==> config.mk <==
export PLATFORM = sky130hd
export DESIGN_NAME = ngc_fifo_reader
export DESIGN_NICKNAME = d
export VERILOG_FILES = /design/src/rtl/ngc_fifo_pkg.sv /design/src/rtl/ngc_skid_buf.sv /design/src/rtl/ngc_fifo_reader.sv
export SDC_FILE = /design/constraint.sdc
export NUM_CORES = 1
export LEC_CHECK = 0
export BUFFER_PORTS_ARGS = -buffer_cell sky130_fd_sc_hd__buf_2
export CAP_MARGIN = 30
export CELL_PAD_IN_SITES_DETAIL_PLACEMENT = 1
export CELL_PAD_IN_SITES_GLOBAL_PLACEMENT = 1
export CORE_ASPECT_RATIO = 0.75
export CORE_MARGIN = 10
export CORE_UTILIZATION = 42
export DETAILED_ROUTE_END_ITERATION = 6
export MAX_ROUTING_LAYER = met4
export PLACE_DENSITY = 0.77
export SKIP_LAST_GASP = 1
export SYNTH_ARGS = -nofsm -noshare
export SYNTH_HDL_FRONTEND = slang
export SYNTH_SLANG_ARGS = --single-unit
==> constraint.sdc <==
create_clock -name clk -period 6.5 [get_ports clk]
set_input_delay 1.3 -clock clk [delete_from_list [all_inputs] [get_ports clk]]
set_output_delay 1.3 -clock clk [all_outputs]
set_load 0.02 [all_outputs]
==> src/rtl/ngc_fifo_pkg.sv <==
// ngc_fifo_pkg: shared definitions for the ngc_fifo stream blocks.
//   fsm_state_e  - reader phase (idle / fetching / draining)
//   FIFO_RD_LAT  - cycles from an accepted pop to valid fifo_dout
//   SKID_DEPTH   - entries in the reader's skid buffer
//   occ_of()     - words owned by the reader (buffered + in flight)
package ngc_fifo_pkg;

  typedef enum logic [1:0] {
    ST_IDLE  = 2'd0,
    ST_RUN   = 2'd1,
    ST_DRAIN = 2'd2
  } fsm_state_e;

  localparam int FIFO_RD_LAT = 1;
  localparam int SKID_DEPTH  = 2;
  localparam int SKID_CNT_W  = $clog2(SKID_DEPTH + 1);
  localparam int OCC_W       = $clog2(SKID_DEPTH + FIFO_RD_LAT + 1);

  function automatic logic [OCC_W-1:0] occ_of(input logic [SKID_CNT_W-1:0] buf_cnt,
                                              input logic                  inflight);
    return OCC_W'(buf_cnt) + OCC_W'(inflight);
  endfunction

endpackage

==> src/rtl/ngc_skid_buf.sv <==
// ngc_skid_buf: 2-entry in-order buffer.
//   clk, rst_n     - clock, asynchronous active-low reset
//   push/push_data - write one word behind the current contents
//   pop            - drop the head word (ignored when empty)
//   head           - oldest word (entry 0)
//   count          - number of valid entries (0..SKID_DEPTH)
module ngc_skid_buf
  import ngc_fifo_pkg::*;
#(
  parameter int DATA_WIDTH = 8
) (
  input  logic                  clk,
  input  logic                  rst_n,
  input  logic                  push,
  input  logic [DATA_WIDTH-1:0] push_data,
  input  logic                  pop,
  output logic [DATA_WIDTH-1:0] head,
  output logic [SKID_CNT_W-1:0] count
);

  logic [DATA_WIDTH-1:0] ent0_q, ent0_d;
  logic [DATA_WIDTH-1:0] ent1_q, ent1_d;
  logic [SKID_CNT_W-1:0] cnt_q, cnt_d;
  logic                  do_pop;

  always_comb begin
    ent0_d = ent0_q;
    ent1_d = ent1_q;
    cnt_d  = cnt_q;
    do_pop = pop && (cnt_q != '0);
    if (do_pop) begin
      ent0_d = ent1_q;
      cnt_d  = cnt_q - 1'b1;
    end
    // The dequeue is applied first, so a simultaneous push lands directly
    // behind whatever word is left; order is preserved in every case.
    if (push && (cnt_d != SKID_CNT_W'(SKID_DEPTH))) begin
      if (cnt_d == '0) ent0_d = push_data;
      else             ent1_d = push_data;
      cnt_d = cnt_d + 1'b1;
    end
  end

  always_ff @(posedge clk or negedge rst_n) begin
    if (!rst_n) begin
      ent0_q <= '0;
      ent1_q <= '0;
      cnt_q  <= '0;
    end else begin
      ent0_q <= ent0_d;
      ent1_q <= ent1_d;
      cnt_q  <= cnt_d;
    end
  end

  assign head  = ent0_q;
  assign count = cnt_q;

endmodule

==> src/rtl/ngc_fifo_reader.sv <==
// ngc_fifo_reader: pop-side master of an ngc_fifo, presenting its contents
// as a full-throughput valid/ready stream.
//   clk, rst                   - clock, asynchronous active-low reset
//   en                         - allow new pops
//   fifo_pop                   - pop strobe to the FIFO (never while empty)
//   fifo_dout/empty/num        - FIFO read data (one cycle after pop), flags
//   m_valid/m_data/m_ready     - output stream
//   busy                       - words buffered or in flight
//   words_out                  - stream handshakes since reset (wrapping)
module ngc_fifo_reader
  import ngc_fifo_pkg::*;
#(
  parameter int DATA_WIDTH = 8,
  parameter int SIZE       = 16,
  parameter int CNT_WIDTH  = 32
) (
  input  logic                   clk,
  input  logic                   rst,
  input  logic                   en,
  output logic                   fifo_pop,
  input  logic [DATA_WIDTH-1:0]  fifo_dout,
  input  logic                   fifo_empty,
  input  logic [$clog2(SIZE):0]  fifo_num,
  output logic                   m_valid,
  output logic [DATA_WIDTH-1:0]  m_data,
  input  logic                   m_ready,
  output logic                   busy,
  output logic [CNT_WIDTH-1:0]   words_out
);

  localparam int LIM_W = OCC_W + 1;

  fsm_state_e           state_q, state_d;
  logic                 inflight_q, inflight_d;
  logic                 armed_q, armed_d;
  logic [CNT_WIDTH-1:0] words_q, words_d;
  logic [SKID_CNT_W-1:0] buf_cnt;
  logic [OCC_W-1:0]     occ;
  logic                 deq;
  logic                 unused_fifo_num;

  // Occupancy is observed only; nothing in the read path depends on it.
  assign unused_fifo_num = ^fifo_num;

  ngc_skid_buf #(
    .DATA_WIDTH (DATA_WIDTH)
  ) u_skid (
    .clk       (clk),
    .rst_n     (rst),
    .push      (inflight_q),
    .push_data (fifo_dout),
    .pop       (deq),
    .head      (m_data),
    .count     (buf_cnt)
  );

  assign m_valid = (buf_cnt != '0);
  assign deq     = m_valid & m_ready;
  assign occ     = occ_of(buf_cnt, inflight_q);
  assign busy    = (occ != '0);

  // A pop is allowed when the word it fetches is guaranteed a slot: the
  // buffer plus the in-flight word, less any word leaving this cycle, must
  // stay below the skid depth. en gates fetching directly (not through the
  // FSM) so the first pop coincides with the edge that enters RUN.
  // armed_q drops asynchronously with rst, forcing fifo_pop low during reset.
  assign fifo_pop = armed_q & en & ~fifo_empty &
                    (LIM_W'(occ) < (LIM_W'(SKID_DEPTH) + LIM_W'(deq)));

  always_comb begin
    inflight_d = fifo_pop;
    armed_d    = 1'b1;
    words_d    = words_q + CNT_WIDTH'(deq);
    state_d    = state_q;
    case (state_q)
      ST_IDLE:  if (en) state_d = ST_RUN;
      ST_RUN:   if (!en) state_d = ST_DRAIN;
      ST_DRAIN: begin
        if (en)                state_d = ST_RUN;
        else if (occ == '0)    state_d = ST_IDLE;
      end
      default:  state_d = ST_IDLE;
    endcase
  end

  always_ff @(posedge clk or negedge rst) begin
    if (!rst) begin
      state_q    <= ST_IDLE;
      inflight_q <= 1'b0;
      armed_q    <= 1'b0;
      words_q    <= '0;
    end else begin
      state_q    <= state_d;
      inflight_q <= inflight_d;
      armed_q    <= armed_d;
      words_q    <= words_d;
    end
  end

  assign words_out = words_q;

endmodule
==> results.sh <==
export IMPL_cts_root_to_sink_buffers=2
export IMPL_area_growth_from_synthesis_to_final_layout_pct=18.68
export IMPL_die_height_um=86.88
export IMPL_via_count_of_the_first_global_routing_pass=1865
export IMPL_grt_usage=0.1341
export IMPL_layout_drive_gt1_share=0.3222
export IMPL_synth_edf_count=0
export IMPL_critical_path_cell_chain="buf_2 > nand2b_1 > o21ai_0 > and4b_1 > buf_2"
export IMPL_route_antenna_remaining_nets=0
export IMPL_die_x_um=109.2
export IMPL_route_layer_met1_wl_mm=2.575
export IMPL_cts_made_buffers=5
export IMPL_clockRootBuffer="clkbuf_8"
export IMPL_placement_stage_cell_area_um2=2844
export IMPL_finClkSkew_ns=0.01426
export IMPL_synth_warnings=0
export IMPL_synth_seq_cells=52
export IMPL_core_area_um2=5796
export IMPL_setup_violations=0
export IMPL_grt_antenna_before_repair=0
export IMPL_syn_cell_area_um2=2505
export IMPL_buffers_on_ports=55
export IMPL_clock_slew_at_reported_path_ffs_ns=0.10
export IMPL_layout_cell_area_non_filler_um2=2973
export IMPL_tightestPinTransition_ns=0.7204
export IMPL_critPathRequiredTime_ns=5.20
export IMPL_synth_sequential_area_ratio=0.5195
export IMPL_start_util=0.4322
export IMPL_ys_async_sr_fraction=1.000
export IMPL_crit_path_max_cell_delay_ns=0.38
export IMPL_layout_commonest_cell="buf_2"
export IMPL_core_rowCount=24
export IMPL_via_count=1757
export IMPL_wl_met2_mm=2.967
export IMPL_top_level_ports=61
export IMPL_route_met3_wl_um=394
export IMPL_final_period_minus_worst_setup_slack_ns=3.760
export IMPL_nNetsFinal=295
export IMPL_drv_cap=0
export IMPL_postSynthCellCount=213
export IMPL_vdd_ir_drop_max_v=0.0002003
export IMPL_cp_start_kind="input pin"
export IMPL_antenna_cells=0
export IMPL_report_final_slew_viol_count=0
export IMPL_dr_pass1_iters=4
export IMPL_worstSkewPairLatency_ns=0.32
export IMPL_timing_setup_tns_ns=0
export IMPL_hold_class="reg -> reg"
export IMPL_numClockSinks=52
export IMPL_drc=0
export IMPL_cts_setup_buffers=0
export IMPL_layout_common_cells="buf_2, dfrtp_1, xor2_1"
export IMPL_grt_overflow=0
export IMPL_power_per_cell_area_nw_per_um2=347.2
export IMPL_post_synth_num_cell_types=38
export IMPL_gp_routability_congestion=0.8438
export IMPL_achievable_frequency_mhz=265.9
export IMPL_synthesis_nets=238
export IMPL_rsz0062_at_grt="false"
export IMPL_wl_per_cell_um=17.32
export IMPL_report_final_hold_viol_count=0
export IMPL_worst_setup_path_end_kind="output port"
export IMPL_critical_path_class="in -> out"
export IMPL_vias_per_cell=5.049
export IMPL_filler_cell_count=660
export IMPL_cp_max_fo=13
export IMPL_wirelength_mm=6.028
export IMPL_cts_hold_buf=0
export IMPL_top_layer_used="met4"
export IMPL_post_layout_total_power_mw=1.032
export IMPL_grt_pass1_wl_mm=9.632
export IMPL_grt_start_max_net_pins=53
export IMPL_cts_htree_levels=2
export IMPL_die_area_um2=9485
export IMPL_critical_path_slowest_cell="nand2b_1"
export IMPL_detailed_place_hpwl_mm=4.466
export IMPL_drt_first_iter_violations=49
export IMPL_postSynth_topFlopCell="dfrtp_1"
export IMPL_worst_path_most_repeated_cell="buf_2"
export IMPL_min_period_over_period=0.5785
export IMPL_status="finished clean"
export IMPL_cts_resized_gates=0
export IMPL_post_synth_cell_area_avg_um2=11.76
export IMPL_critPathArrivalTime_ns=2.46
export IMPL_power_static_leakage_nw=1.542
export IMPL_tritoncts="yes"
export IMPL_slew_headroom=0.5198
-- registers in the layout, summed over array words and instances, names as in the netlist --
register       count
u_skid.head        8
inflight_q         1
words_out         32
u_skid.count       2
armed_q            1
u_skid.ent1_q      8
-- synth_stat cells (2+ instances only) --
cell / instances / area [µm²]
dfrtp_1: 52 / 1301
xor2_1: 23 / 201.4
nand2_1: 22 / 82.58
xnor2_1: 10 / 87.58
mux2i_1: 9 / 90.09
o21ai_0: 9 / 45.04
ha_1: 7 / 87.58
inv_1: 7 / 26.28
nand3_1: 7 / 35.03
nor2_1: 7 / 26.28
nand4_1: 6 / 37.54
nor3_2: 6 / 60.06
mux2_2: 5 / 56.30
and3_1: 4 / 25.02
nor4_2: 4 / 50.05
clkbuf_1: 3 / 11.26
mux2_1: 3 / 33.78
nor4_1: 3 / 18.77
or2_2: 3 / 18.77
and2_1: 2 / 12.51
nand2b_1: 2 / 12.51
nor3_1: 2 / 10.01
nor4b_2: 2 / 30.03
-- routing by layer --
layer / track usage / up-vias
li1: - / 841
met1: 0.1548 / 868
met2: 0.2164 / 41
met3: 0.03772 / 7
met4: 0.05425 / 0
met5: - / -
-- worst max-delay path: cells and delay by family --
family / cells / cell delay [ns]
buffers and inverters: 2 / 0.25
AOI/OAI and AO/OA: 1 / 0.30
and+or+nand+nor: 2 / 0.61
-- final timing paths --
kind / startpoint / to / slack [ns] / cells after the start
setup / recovery: m_ready / fifo_pop / 2.74 / 5
min in group asynchronous: rst / u_skid.ent1_q[4]$_DFFE_PN0P_ / 1.08 / 2
hold reg to reg: words_out[31]$_DFF_PN0_ / words_out[31]$_DFF_PN0_ / 0.47 / 1
setup reg to reg: u_skid.count[1]$_DFF_PN0_ / words_out[30]$_DFF_PN0_ / 3.32 / 10
max in group asynchronous: rst / armed_q$_DFF_PN0_ / 4.97 / 2
hold / removal: words_out[31]$_DFF_PN0_ / words_out[31]$_DFF_PN0_ / 0.47 / 1
-- power breakdown --
group	internal [mW]	leakage [nW]	total [mW]	switching, mW
registers	0.399	0.677	0.462	0.0627
clock network	0.152	0.0642	0.261	0.110
logic	0.126	0.801	0.309	0.183
total	0.677	1.54	1.03	0.356
-- cell type report --
type / count / area (µm²) / share of cell area
inverter: 8 / 30.03 / 0.01010
clock buffer: 5 / 68.82 / 0.02315
sequential: 52 / 1301 / 0.4377
multi-input combinational: 147 / 1132 / 0.3809
clock inverter: 2 / 60.06 / 0.02020
timing repair buffer: 56 / 282.8 / 0.09512
tap: 78 / 97.59 / 0.03283
-- stage by stage --
stage	setup WS, ns	hold slack, ns	util	instances
floorplan	3.281	0.4635	-	213
global placement	2.704	0.4508	0.4907	341
detailed placement	2.571	0.4606	0.4907	341
CTS	2.673	0.4743	0.5130	348
global route	2.566	0.4974	0.5130	348
finish	2.740	0.4653	0.5130	348
-- cells by family after synthesis --
logic type	Yosys count	share of synthesized area
buffers and inverters	14	0.02847
other	1	0.001497
AND/OR/NAND/NOR	79	0.2083
multiplexers	17	0.07193
flip-flops	52	0.5195
adder cells (fa/ha/maj)	7	0.03496
XOR/XNOR	33	0.1154
AO/OA/AOI/OAI	10	0.01998
(Power assumes the default switching activity.)
